**src/rtl/traffic_light_safety_monitor_pkg.sv**
```systemverilog
// traffic_light_pkg: lamp encodings, road indices, fault codes and FSM states
package traffic_light_pkg;
    localparam logic [2:0] RED   = 3'b100;
    localparam logic [2:0] AMBER = 3'b010;
    localparam logic [2:0] GREEN = 3'b001;
    localparam logic [2:0] DARK  = 3'b000;
    localparam int ROAD_M1 = 0;
    localparam int ROAD_M2 = 1;
    localparam int ROAD_MT = 2;
    localparam int ROAD_S  = 3;
    localparam logic [2:0] FC_NONE      = 3'd0;
    localparam logic [2:0] FC_ENCODING  = 3'd1;
    localparam logic [2:0] FC_CONFLICT  = 3'd2;
    localparam logic [2:0] FC_GREEN_RED = 3'd3;
    localparam logic [2:0] FC_SHORT_AMB = 3'd4;
    localparam logic [2:0] FC_AMB_GREEN = 3'd5;
    typedef enum logic {MONITOR, FAULT} state_t;
endpackage

```
**src/rtl/traffic_light_safety_monitor_if.sv**
```systemverilog
// traffic_light_safety_monitor_if: controller lamp vectors in, checked lamp vectors and fault status out
interface traffic_light_safety_monitor_if;
    logic [2:0] light_M1, light_M2, light_MT, light_S;
    logic       clear_fault;
    logic [2:0] mon_M1, mon_M2, mon_MT, mon_S;
    logic       fault;
    logic [2:0] fault_code;
    logic [1:0] fault_road;
    modport master (
        output light_M1, light_M2, light_MT, light_S, clear_fault,
        input  mon_M1, mon_M2, mon_MT, mon_S, fault, fault_code, fault_road
    );
    modport slave (
        input  light_M1, light_M2, light_MT, light_S, clear_fault,
        output mon_M1, mon_M2, mon_MT, mon_S, fault, fault_code, fault_road
    );
endinterface

```
**src/rtl/traffic_light_safety_monitor_road_checker.sv**
```systemverilog
// light_road_checker: per-road encoding, open and amber-sequencing checks against the previous sample
module light_road_checker
    import traffic_light_pkg::*;
#(
    parameter int MIN_AMBER = 2
) (
    input  logic       clk,
    input  logic       rst,
    input  logic [2:0] cur,
    input  logic       upd,
    input  logic       load,
    output logic       illegal,
    output logic       open,
    output logic       f_g2r,
    output logic       f_short,
    output logic       f_a2g
);
    localparam int CW = $clog2(MIN_AMBER + 1);
    logic [2:0]    prev;
    logic [CW-1:0] cnt;
    // previous sample and saturating amber run length; frozen unless updating or reloading
    always_ff @(posedge clk) begin
        if (rst) begin
            prev <= RED;
            cnt  <= '0;
        end else if (load) begin
            prev <= cur;
            cnt  <= '0;
        end else if (upd) begin
            prev <= cur;
            cnt  <= cur != AMBER ? '0 : cnt == CW'(MIN_AMBER) ? cnt : cnt + CW'(1);
        end
    end
    assign illegal = !(cur == RED || cur == AMBER || cur == GREEN);
    assign open    = cur == GREEN || cur == AMBER;
    assign f_g2r   = prev == GREEN && cur == RED;
    assign f_a2g   = prev == AMBER && cur == GREEN;
    assign f_short = prev == AMBER && cur == RED && cnt < CW'(MIN_AMBER);
endmodule

```
**src/rtl/traffic_light_safety_monitor.sv**
```systemverilog
// traffic_light_safety_monitor: checks controller lamp vectors and forces flashing red on any violation
module traffic_light_safety_monitor
    import traffic_light_pkg::*;
#(
    parameter int MIN_AMBER  = 2,
    parameter int FLASH_HALF = 1
) (
    input logic clk,
    input logic rst,
    traffic_light_safety_monitor_if.slave bus
);
    localparam int FW = FLASH_HALF > 1 ? $clog2(FLASH_HALF) : 1;
    logic [2:0]      s1 [4];
    logic [2:0]      mon [4];
    logic            clr_ok, phase, all_red, clr_go, fwrap, ph_n;
    logic [FW-1:0]   fcnt;
    state_t          state;
    logic [3:0]      ill, opn, f3, f4, f5, cfl;
    logic [4:0][3:0] fl;
    logic [2:0]      code_n, code_q;
    logic [1:0]      road_n, road_q;
    logic            fault_q;
    assign all_red = s1[0] == RED && s1[1] == RED && s1[2] == RED && s1[3] == RED;
    assign clr_go  = state == FAULT && clr_ok;
    // stage 1: register the controller vectors; qualify a clear request against the sample it meets
    always_ff @(posedge clk) begin
        if (rst) begin
            s1     <= '{default: RED};
            clr_ok <= 1'b0;
        end else begin
            s1[ROAD_M1] <= bus.light_M1;
            s1[ROAD_M2] <= bus.light_M2;
            s1[ROAD_MT] <= bus.light_MT;
            s1[ROAD_S]  <= bus.light_S;
            clr_ok      <= state == FAULT && bus.clear_fault && all_red;
        end
    end
    for (genvar i = 0; i < 4; i++) begin : g_road
        light_road_checker #(.MIN_AMBER(MIN_AMBER)) u_chk (
            .clk     (clk),
            .rst     (rst),
            .cur     (s1[i]),
            .upd     (state == MONITOR),
            .load    (clr_go),
            .illegal (ill[i]),
            .open    (opn[i]),
            .f_g2r   (f3[i]),
            .f_short (f4[i]),
            .f_a2g   (f5[i])
        );
    end
    assign cfl = {1'b0, opn[ROAD_MT] & opn[ROAD_S], opn[ROAD_M2] & (opn[ROAD_MT] | opn[ROAD_S]),
                  opn[ROAD_M1] & opn[ROAD_S]};
    assign fl  = {f5, f4, f3, cfl, ill};
    // priority encode: scanning from the highest code/road down lets the lowest one win
    always_comb begin
        code_n = FC_NONE;
        road_n = 2'd0;
        for (int c = 4; c >= 0; c--)
            for (int r = 3; r >= 0; r--)
                if (fl[c][r]) begin
                    code_n = 3'(c + 1);
                    road_n = 2'(r);
                end
    end
    assign fwrap = fcnt == FW'(FLASH_HALF - 1);
    assign ph_n  = fwrap ? ~phase : phase;
    // monitor/fault FSM with registered lamp outputs and flash timing
    always_ff @(posedge clk) begin
        if (rst) begin
            state   <= MONITOR;
            mon     <= '{default: RED};
            fault_q <= 1'b0;
            code_q  <= FC_NONE;
            road_q  <= 2'd0;
            fcnt    <= '0;
            phase   <= 1'b0;
        end else if (state == MONITOR) begin
            if (code_n != FC_NONE) begin
                state   <= FAULT;
                mon     <= '{default: RED};
                fault_q <= 1'b1;
                code_q  <= code_n;
                road_q  <= road_n;
                fcnt    <= '0;
                phase   <= 1'b0;
            end else begin
                mon <= s1;
            end
        end else if (clr_go) begin
            state   <= MONITOR;
            mon     <= s1;
            fault_q <= 1'b0;
            code_q  <= FC_NONE;
            road_q  <= 2'd0;
            fcnt    <= '0;
            phase   <= 1'b0;
        end else begin
            fcnt  <= fwrap ? '0 : fcnt + FW'(1);
            phase <= ph_n;
            mon   <= '{default: ph_n ? DARK : RED};
        end
    end
    assign bus.mon_M1     = mon[ROAD_M1];
    assign bus.mon_M2     = mon[ROAD_M2];
    assign bus.mon_MT     = mon[ROAD_MT];
    assign bus.mon_S      = mon[ROAD_S];
    assign bus.fault      = fault_q;
    assign bus.fault_code = code_q;
    assign bus.fault_road = road_q;
endmodule
```
**src/flat_wrapper.sv**
```systemverilog
// flat-port wrapper written by rule: the top's interface ports become plain ports
module traffic_light_safety_monitor_flat import traffic_light_pkg::*;
#(
    parameter int MIN_AMBER  = 2,
    parameter int FLASH_HALF = 1
)
  (clk, rst, bus_light_M1, bus_light_M2, bus_light_MT, bus_light_S, bus_clear_fault, bus_mon_M1, bus_mon_M2, bus_mon_MT, bus_mon_S, bus_fault, bus_fault_code, bus_fault_road);
  traffic_light_safety_monitor_if bus_i ();
  input logic clk;
  input logic rst;
  input wire logic [$bits(bus_i.light_M1)-1:0] bus_light_M1;
  input wire logic [$bits(bus_i.light_M2)-1:0] bus_light_M2;
  input wire logic [$bits(bus_i.light_MT)-1:0] bus_light_MT;
  input wire logic [$bits(bus_i.light_S)-1:0] bus_light_S;
  input wire logic [$bits(bus_i.clear_fault)-1:0] bus_clear_fault;
  output wire logic [$bits(bus_i.mon_M1)-1:0] bus_mon_M1;
  output wire logic [$bits(bus_i.mon_M2)-1:0] bus_mon_M2;
  output wire logic [$bits(bus_i.mon_MT)-1:0] bus_mon_MT;
  output wire logic [$bits(bus_i.mon_S)-1:0] bus_mon_S;
  output wire logic [$bits(bus_i.fault)-1:0] bus_fault;
  output wire logic [$bits(bus_i.fault_code)-1:0] bus_fault_code;
  output wire logic [$bits(bus_i.fault_road)-1:0] bus_fault_road;
  assign bus_i.light_M1 = bus_light_M1;
  assign bus_i.light_M2 = bus_light_M2;
  assign bus_i.light_MT = bus_light_MT;
  assign bus_i.light_S = bus_light_S;
  assign bus_i.clear_fault = bus_clear_fault;
  assign bus_mon_M1 = bus_i.mon_M1;
  assign bus_mon_M2 = bus_i.mon_M2;
  assign bus_mon_MT = bus_i.mon_MT;
  assign bus_mon_S = bus_i.mon_S;
  assign bus_fault = bus_i.fault;
  assign bus_fault_code = bus_i.fault_code;
  assign bus_fault_road = bus_i.fault_road;
  traffic_light_safety_monitor #(.MIN_AMBER(MIN_AMBER), .FLASH_HALF(FLASH_HALF)) u_core (.clk(clk), .rst(rst), .bus(bus_i));
endmodule
```
**config.mk**
```make
export PLATFORM = sky130hd
export DESIGN_NAME = traffic_light_safety_monitor_flat
export DESIGN_NICKNAME = d
export VERILOG_FILES = /design/src/rtl/traffic_light_safety_monitor_pkg.sv /design/src/rtl/traffic_light_safety_monitor_if.sv /design/src/rtl/traffic_light_safety_monitor_road_checker.sv /design/src/rtl/traffic_light_safety_monitor.sv /design/src/flat_wrapper.sv
export SDC_FILE = /design/constraint.sdc
export NUM_CORES = 1
export LEC_CHECK = 0
export BUFFER_PORTS_ARGS = -buffer_cell sky130_fd_sc_hd__buf_4
export CORE_MARGIN = 2
export CORE_UTILIZATION = 57
export DETAILED_ROUTE_END_ITERATION = 12
export PLACE_DENSITY = 0.79
export SLEW_MARGIN = 30
export SYNTH_ARGS = -nofsm -noshare
export SYNTH_HDL_FRONTEND = slang
export SYNTH_SLANG_ARGS = --single-unit
```
**constraint.sdc**
```tcl
create_clock -name clk -period 3 [get_ports clk]
set_input_delay 0.3 -clock clk [delete_from_list [all_inputs] [get_ports clk]]
set_output_delay 0.3 -clock clk [all_outputs]
set_load 0.005 [all_outputs]
```
=== Yosys cells after proc, flatten, opt, wreduce, memory -nomap -nowiden ===
Cells that the tools add are included.
Widths: inputs -> output; s select.

* Input port bits: 15
* Logic and storage cells: 190
* Output and inout bits: 18
* Bits in registers: 54

* Mux-type cells: 77
* Equality and inequality tests: 33
* Order comparisons: 4
* Bitwise logic cells: 6
* Reduce and logical (&&, ||, !) cells: 42
* Add/subtract/negate cells: 5

{| class="wikitable"
|+ Operators with widths
! cell !! count
|-
| $mux 3 || 31
|-
| $mux 2 || 30
|-
| $mux 12 || 3
|-
| $eq 3x1->1 const B || 8
|-
| $eq 3x2->1 const B || 8
|-
| $logic_and 1x1->1 || 22
|-
| $mux 1 || 13
|-
| $eq 3x3->1 const B || 4
|-
| $logic_or 1x1->1 || 12
|-
| $ne 3x2->1 const B || 4
|-
| $reduce_and 2->1 || 5
|-
| $add 2x1->2 const B || 4
|-
| $eq 2x2->1 const B || 4
|-
| $lt 2x2->1 const B || 4
|-
| $ne 2x2->1 const B || 4
|-
| $and 1x1->1 || 3
|-
| $reduce_bool 3->1 || 1
|-
| $ne 2x1->1 const B || 1
|-
| $not 1->1 || 2
|-
| $reduce_bool 2->1 || 1
|-
| $reduce_or 2->1 || 1
|-
| $add 1x1->1 const B || 1
|-
| $or 1x1->1 || 1
|}

=== Longest topological paths before layout ===
Gate-level depths: netlist (run 1).

* Depth in word-level cells: 24
* Mapped depth: 8

=== By module ===
A second synthesis (run 1) with hierarchy kept.

* Cell total of the unflattened synthesis: 277
* Area, all modules: 2406.1 µm²

{| class="wikitable"
|+ Modules (own cells, without submodules)
! module !! area each (µm²) !! times used !! cells each
|-
| traffic_light_safety_monitor || 1280.0 || 1 || 133
|-
| light_road_checker || 281.5 || 4 || 36
|}

=== Worst setup path before layout (run 1) ===
OpenSTA, ideal clock, no wires.

* Path type: reg2reg
* Start point: register u_core.s1[9] (netlist name)
* End point: register u_core.road_q[0] (netlist: u_core.bus.fault_road[0])
* Cell stages (with the launch flop): 9
* Path slack: 0.726 ns
* Data required time: 2.872 ns
* Library setup time: 0.128 ns
* Arrival time: 2.146 ns
* Clock period less this slack: 2.274 ns
* Cell sequence: dfxtp_1 -> buf_6 -> or4b_4 -> or4b_4 -> and2_4 -> a221oi_2 -> a21oi_1 -> a32oi_1 -> nor2_1

* Cells in the longest elaborated chain, start to end: 21
* Elaborated cells on any way between the ends: 48

{| class="wikitable"
|+ RTL lines
! element !! line !! source
|-
| start, declared || traffic_light_safety_monitor.sv:13 || <nowiki>logic [2:0] s1 [4];</nowiki>
|-
| start signal, assigned by index || traffic_light_safety_monitor.sv:31 || <nowiki>s1[ROAD_M1] <= bus.light_M1;</nowiki>
|-
| start signal, assigned by index || traffic_light_safety_monitor.sv:32 || <nowiki>s1[ROAD_M2] <= bus.light_M2;</nowiki>
|-
| start signal, assigned by index || traffic_light_safety_monitor.sv:33 || <nowiki>s1[ROAD_MT] <= bus.light_MT;</nowiki>
|-
| $eq 3x1->1 || traffic_light_safety_monitor_road_checker.sv:34, traffic_light_safety_monitor_road_checker.sv:35, traffic_light_safety_monitor_road_checker.sv:37 ||
|-
| $logic_and 1x1->1 || traffic_light_safety_monitor_road_checker.sv:37 || <nowiki>assign f_a2g = prev == AMBER && cur == GREEN;</nowiki>
|-
| $mux 3 (16 in series) || traffic_light_safety_monitor.sv:61 || <nowiki>if (fl[c][r]) begin</nowiki>
|-
| $reduce_bool 3->1 || traffic_light_safety_monitor.sv:79 || <nowiki>if (code_n != FC_NONE) begin</nowiki>
|-
| $reduce_bool 2->1 (no source line) || n/a ||
|-
| $reduce_and 2->1 (no source line) || n/a ||
|-
| end signal, assigned || traffic_light_safety_monitor.sv:84 || <nowiki>road_q <= road_n;</nowiki>
|-
| end, declared || traffic_light_safety_monitor.sv:21 || <nowiki>logic [1:0] road_n, road_q;</nowiki>
|}

Several ways; a longest one is shown, not always the timed one. The select of a mux whose other input is x is not followed.
A chain may end at the register's enable or synchronous reset.

=== Worst setup path in the final report (run 1) ===
* Start point: register u_core.s1[11] (netlist name)
* End point: register u_core.mon, in the netlist u_core.bus.mon_M1[1]

* Cells in the longest elaborated chain, start to end: 21
* Elaborated cells on any way between the ends: 30

{| class="wikitable"
|+ RTL lines
! element !! line !! source
|-
| $eq 3x1->1 || traffic_light_safety_monitor_road_checker.sv:34, traffic_light_safety_monitor_road_checker.sv:35, traffic_light_safety_monitor_road_checker.sv:37 ||
|-
| $logic_and 1x1->1 || traffic_light_safety_monitor_road_checker.sv:37 ||
|-
| $mux 3 (15 in series) || traffic_light_safety_monitor.sv:61 ||
|-
| $mux 3 * || traffic_light_safety_monitor.sv:61 ||
|-
| $reduce_bool 3->1 * || traffic_light_safety_monitor.sv:79 ||
|-
| $mux 12 * || traffic_light_safety_monitor.sv:79 ||
|-
| $mux 12 * || traffic_light_safety_monitor.sv:78 || <nowiki>end else if (state == MONITOR) begin</nowiki>
|-
| end signal, assigned || traffic_light_safety_monitor.sv:72 || <nowiki>mon <= '{default: RED};</nowiki>
|-
| end signal, assigned || traffic_light_safety_monitor.sv:81 || <nowiki>mon <= '{default: RED};</nowiki>
|-
| end signal, assigned || traffic_light_safety_monitor.sv:88 || <nowiki>mon <= s1;</nowiki>
|-
| end, declared || traffic_light_safety_monitor.sv:14 || <nowiki>logic [2:0] mon [4];</nowiki>
|}

Every way passes the cells marked *; elsewhere a longest branch is shown, timed or not.

==> impl_metrics.tcl, run 1 <==
set metrics [dict create \
    path_clk_slew_ns 0.09 \
    ir_worst_vdd_mv 0.3396 \
    placed_area_sq_um 2836 \
    dieArea_sq_um 5078 \
    viasPerCell 5.710 \
    die_w_um 71.26 \
    fin_skew_ns 0.006310 \
    path_class "register to register" \
    start_kind "register" \
    antenna_cells 0 \
    postSynth.asyncResetShare 0 \
    initial_core_util 0.5922 \
    cts_tree "done" \
    fillCellCount 359 \
    p_total_uw 1409 \
    layout_min_cycle_time_ns 2.678 \
    cts_setup_buffers 0 \
    fin_crit_sh 0.8926 \
    cellPowerDensity_nw_per_um2 479.2 \
    hold_path_class "input pin to register" \
    grt.overflow.total 0 \
    setup_viol 0 \
    dominantRegCellSynth "dfxtp_1" \
    syn_area_sq_um 2579 \
    p_leak_uw 0.001186 \
    syn_to_final_growth_pct 14.02 \
    relSlewSlack 0.5133 \
    status "finished, final reports clean" \
    die_h_um 71.26 \
    track_usage 0.2496 \
    fmax_mhz 373.5 \
    dr.pass1.iters 4 \
    route.detailed.drc 0 \
    root_buffer "clkbuf_8" \
    drtIter0Drc 116 \
    clock-sinks 53 \
    clk_latency_ns 0.31 \
    final_cell_mix "dfxtp_1 (53), nor2_1 (41), buf_4 (38)" \
    end_kind "register" \
    synth_edf_count 0 \
    synthesis.nets 331 \
    yosysUniqueCellTypes 56 \
    ys_ff_latch 53 \
    ctsHoldBuffers 0 \
    detailed_place_hpwl_um 4331 \
    ant_nets 0 \
    critical_path_required_ns 3.21 \
    gp_congestion 0.9351 \
    setup-tns-final_ns 0 \
    syn-instance-count 312 \
    vias 2227 \
    drv_cap 0 \
    ios 33 \
    postSynthAreaPerCell_sq_um 8.265 \
    grt_antenna_before_repair 0 \
    fin_area_sq_um 2940 \
    ys_warn_count 0 \
    wl_per_cell_um 15.09 \
    finalMaxSlewViolations 0 \
    core.rowCount 24 \
    cts_buffer_depth 2 \
    io_buffers 32 \
    rsz0062_at_grt "false" \
    cp.arrival_ns 2.89 \
    wl_um 5887 \
    drive_above_1_share 0.2012 \
    grt_pass1_vias 2030 \
    grt_max_degree 30 \
    cts_resized 0 \
    yosysSeqAreaShare 0.4115 \
    grt_pass1_wl_um 9722 \
    coreArea_sq_um 4354 \
    htree_levels 2 \
    cp_max_fo 10 \
    final_util 0.6753 \
    worst_pin_slew_ns 0.7290 \
    final_common_cell "dfxtp_1" \
    cts_buffers 5 \
    finalHoldViolations 0 \
    finalNetCount 357 \
]
==> cell families (layout without fill, tap and decap cells) <==
| logic type | Yosys count | after routing | synth area share |
|---|---|---|---|
| AOI/OAI and AO/OA | 60 | 60 | 0.1591 |
| xor gates and xnor gates | 5 | 5 | 0.01699 |
| adders and majority gates | 6 | 6 | 0.02766 |
| buffers and inverters | 29 | 55 | 0.05046 |
| DFF | 53 | 53 | 0.4115 |
| and+or+nand+nor | 159 | 159 | 0.3343 |
==> metrics by stage <==
step,std cells,worst slack [ns],hold WS (ns)
after detailed placement,383,0.3794,0.4512
after floorplan,312,0.7262,0.4038
final,390,0.3223,0.1671
after CTS,390,0.3707,0.1619
after global placement,383,0.4019,0.4477
after global routing,390,0.2216,0.1514
==> sequential cells by signal (all words and copies together) (netlist names) <==
register                  flops
u_core.bus.fault              1
u_core.bus.fault_code         3
u_core.bus.fault_road         2
u_core.bus.mon_M1             3
u_core.bus.mon_M2             3
u_core.bus.mon_MT             3
u_core.bus.mon_S              3
u_core.clr_ok                 1
u_core.g_road.u_chk.cnt       8
u_core.g_road.u_chk.prev     12
u_core.phase                  1
u_core.s1                    12
u_core.state                  1
==> report_power, final <==
group,total [uW],switching (uW),internal (uW),leakage [uW]
logic,179,95.6,83.5,0.000697
registers,766,33.7,733,0.000435
clock network,464,221,243,0.0000540
==> worst max-delay path, cell delays in order (launching register included) <==
cell and delay, ns:
dfxtp_1 0.57, or4b_4 0.52, or4b_4 0.57, nand4_1 0.13
nor3_1 0.08, a21oi_2 0.36, nor3_2 0.16, and2_1 0.19
==> final timing paths <==
| kind | startpoint | to | slack (ns) | depth (start not counted) |
|---|---|---|---|---|
| worst max-delay path | u_core.s1[11] | u_core.bus.mon_M1[1] | 0.32 | 7 |
| worst min-delay path | bus_light_M1[2] | u_core.s1[11] | 0.17 | 2 |
| worst max register to register | u_core.s1[11] | u_core.bus.mon_M1[1] | 0.32 | 7 |
| worst min register to register | u_core.bus.fault_code[0] | u_core.bus.fault_code[0] | 0.46 | 2 |
==> final cells by class <==
cell class / count / area, sq um / area share
Timing Repair Buffer: 38 / 285.3 / 0.09702
Multi-Input combinational cell: 230 / 1388 / 0.4719
Tap cell: 52 / 65.06 / 0.02213
Clock buffer: 5 / 68.82 / 0.02340
Inverter: 10 / 37.54 / 0.01277
Sequential cell: 53 / 1061 / 0.3609
Clock inverter: 2 / 35.03 / 0.01191
==> metal layers <==
| layer | GRT usage | wire [um] | vias up | share of wire |
|---|---|---|---|---|
| li1 | - | - | 1136 | - |
| met1 | 0.3143 | 2615 | 1012 | 0.44 |
| met2 | 0.3981 | 2711 | 60 | 0.46 |
| met3 | 0.06470 | 355 | 19 | 0.060 |
| met4 | 0.1216 | 203 | 0 | 0.034 |
| met5 | 0 | 0 | - | 0 |
==> Yosys cell counts, types with 2 or more instances <==
cell | number | share of area
dfxtp_1 | 53 | 0.41
nor2b_1 | 10 | 0.024
a32oi_1 | 2 | 0.0068
nand4_1 | 3 | 0.0073
nor2_1 | 41 | 0.060
or2_2 | 6 | 0.015
xor2_1 | 3 | 0.010
and3_1 | 2 | 0.0049
nor3_1 | 6 | 0.012
nand3_1 | 7 | 0.014
a21oi_1 | 25 | 0.049
nor3b_1 | 6 | 0.017
a31oi_1 | 2 | 0.0049
o21bai_1 | 2 | 0.0058
clkbuf_1 | 8 | 0.012
nand2b_1 | 6 | 0.015
o211ai_1 | 2 | 0.0058
inv_1 | 10 | 0.015
o21ai_1 | 4 | 0.0078
a22oi_1 | 3 | 0.0087
ha_1 | 4 | 0.019
nand2_1 | 34 | 0.049
or4b_4 | 2 | 0.011
or3b_1 | 3 | 0.010
or4_1 | 3 | 0.0087
nor4_1 | 10 | 0.024
or4b_1 | 3 | 0.012
or3_1 | 2 | 0.0049
xnor2_1 | 2 | 0.0068
and2_1 | 8 | 0.019
o21ai_0 | 6 | 0.012
buf_2 | 8 | 0.016
a21o_1 | 3 | 0.0087
(Power assumes the default switching activity.)
==> run 2, diff against run 1 <==
- CORE_MARGIN: 2 -> default
- CORE_UTILIZATION: 57 -> 42
- PLACE_DENSITY: 0.79 -> 0.61
==> run 2 against run 1 <==
Effect of this change:
- final cell count is 6.2% higher
- worst hold slack lost 0.0045 ns
- wire length rose by 5.4%
- sequential power about the same
- non-clock buffer count is the same
- maximum frequency shrank 0.47%
- global-route usage down 4.1 points
- sequential share of layout area decreased by 0.15 points
- largest power group unchanged
==> impl_metrics.tcl, run 2 (same netlist as run 1, synthesis figures left out) <==
set metrics [dict create \
    final_cell_mix "dfxtp_1 (53), nor2_1 (41), buf_4 (38)" \
    worst_pin_slew_ns 0.6986 \
    route.detailed.drc 0 \
    grt_use_met3 0.03750 \
    die_w_um 80.36 \
    layout_min_cycle_time_ns 2.690 \
    htree_levels 2 \
    path_class "register to register" \
    drive_above_1_share 0.2006 \
    clock-sinks 53 \
    regArea_sq_um 1061 \
    cp.arrival_ns 2.90 \
    grt_pass1_vias 2007 \
    drv_cap 0 \
    finalMaxSlewViolations 0 \
    fillCellCount 569 \
    finalNetCount 357 \
    ir_worst_vdd_mv 0.2245 \
    finalHoldViolations 0 \
    io_buffers 32 \
    vias 2222 \
    end_kind "register" \
    final_common_cell "dfxtp_1" \
    ant_nets 0 \
    multi_input_area_sq_um 1388 \
    grt_pass1_wl_um 10070 \
    fin_hold_ws_ns 0.1625 \
    initial_core_util 0.4355 \
    start_kind "register" \
    drtIter0Drc 123 \
    fin_crit_sh 0.8967 \
    grt_busiest_layer "met2" \
    grt_antenna_before_repair 0 \
    grt.overflow.total 0 \
    viasPerCell 5.367 \
    cts_buffers 5 \
    use_met1 0.2761 \
    fin_skew_ns 0.01005 \
    cts_resized 0 \
    antenna_cells 0 \
    hold_path_class "input pin to register" \
    core.rowCount 28 \
    gp_congestion 0.9099 \
    ios 33 \
    p_leak_uw 0.001171 \
    root_buffer "clkbuf_8" \
    rsz0062_at_grt "false" \
    reg_top3 "u_core.g_road.u_chk.prev: 12 flops, u_core.s1: 12 flops, u_core.g_road.u_chk.cnt: 8 flops" \
    path_clk_slew_ns 0.10 \
    syn_to_final_growth_pct 14.51 \
    place_ws_ns 0.3562 \
    fmax_mhz 371.7 \
    worst_path_max_delay_cell "dfxtp_1" \
    setup-tns-final_ns 0 \
    cp_max_fo 13 \
    coreArea_sq_um 5921 \
    path_cells "or3b_1 -> or4b_1 -> nand4_1 -> nor2_1 -> a21oi_2 -> nor3_2 -> and2_1" \
    grt_util_met2 0.3475 \
    status "finished, final reports clean" \
    grt_max_degree 30 \
    max_stage_delay_ns 0.64 \
    clk_latency_ns 0.31 \
    cts_setup_buffers 0 \
    ctsHoldBuffers 0 \
    setup_viol 0 \
    die_h_um 80.36 \
    track_usage 0.2087 \
    wl_per_cell_um 14.99 \
    critPathBufInv 0 \
    crit_family "simple AND/OR/NAND/NOR gates" \
    detailed_place_hpwl_um 4692 \
    relSlewSlack 0.5336 \
    dr.pass1.iters 4 \
    critical_path_required_ns 3.21 \
    reg2reg_slack_ns 0.31 \
    final_util 0.4987 \
    dieArea_sq_um 6457 \
    wl_um 6204 \
    layout_setup_ws_ns 0.3098 \
    cts_buffer_depth 2 \
    cellPowerDensity_nw_per_um2 457.7 \
    cts_tree "done" \
]
==> run 2: changes by cell type in the layout (fill, tap and decap cells not counted) <==
| cell | change |
|---|---|
| clkinvlp_4 | +2 |
| clkbuf_1 | +1 |
| bufinv_16 | -1 |
| clkinv_2 | -1 |
==> run 2: final timing paths <==
path | startpoint | endpoint | depth (start not counted)
max | u_core.s1[5] | u_core.bus.mon_S[0] | 7
max reg2reg | u_core.s1[5] | u_core.bus.mon_S[0] | 7
min | bus_light_M1[2] | u_core.s1[11] | 2
min reg2reg | u_core.bus.fault_code[0] | u_core.bus.fault_code[0] | 2
==> run 2: final cells by class <==
type	instances	share of cell area
Clock inverter	2	0.005085
Tap cell	75	0.03178
Clock buffer	6	0.02458
Sequential cell	53	0.3593
Multi-Input combinational cell	230	0.4699
Timing Repair Buffer	38	0.09661
Inverter	10	0.01271
==> run 2: where the power goes <==
group          internal, uW  total [uW]  switching (uW)
Clock                   165         406             241
Sequential              733         767            34.6
Combinational          83.4         178            94.4
==> run 2: stage by stage <==
step | instances | area (sq um) | total power, uW
6_report | 414 | 2953 | 1351
5_1_grt | 414 | 2953 | 1416
4_1_cts | 414 | 2953 | 1363
3_5_place_dp | 406 | 2865 | 960.7
3_3_place_gp | 406 | 2865 | 960.1
2_1_floorplan | 312 | 2579 | 894.9
==> run 2: routing by layer <==
| layer | share of wire | up-vias |
|---|---|---|
| li1 | - | 1130 |
| met4 | 0.011 | 0 |
| met3 | 0.046 | 6 |
| met2 | 0.47 | 54 |
| met1 | 0.47 | 1032 |
| met5 | 0 | - |
==> run 2: worst register-to-register path, cell delays in order (launching register included) <==
cell and delay [ns]:
dfxtp_1 0.64, or3b_1 0.45, or4b_1 0.58, nand4_1 0.16
nor2_1 0.08, a21oi_2 0.34, nor3_2 0.15, and2_1 0.20
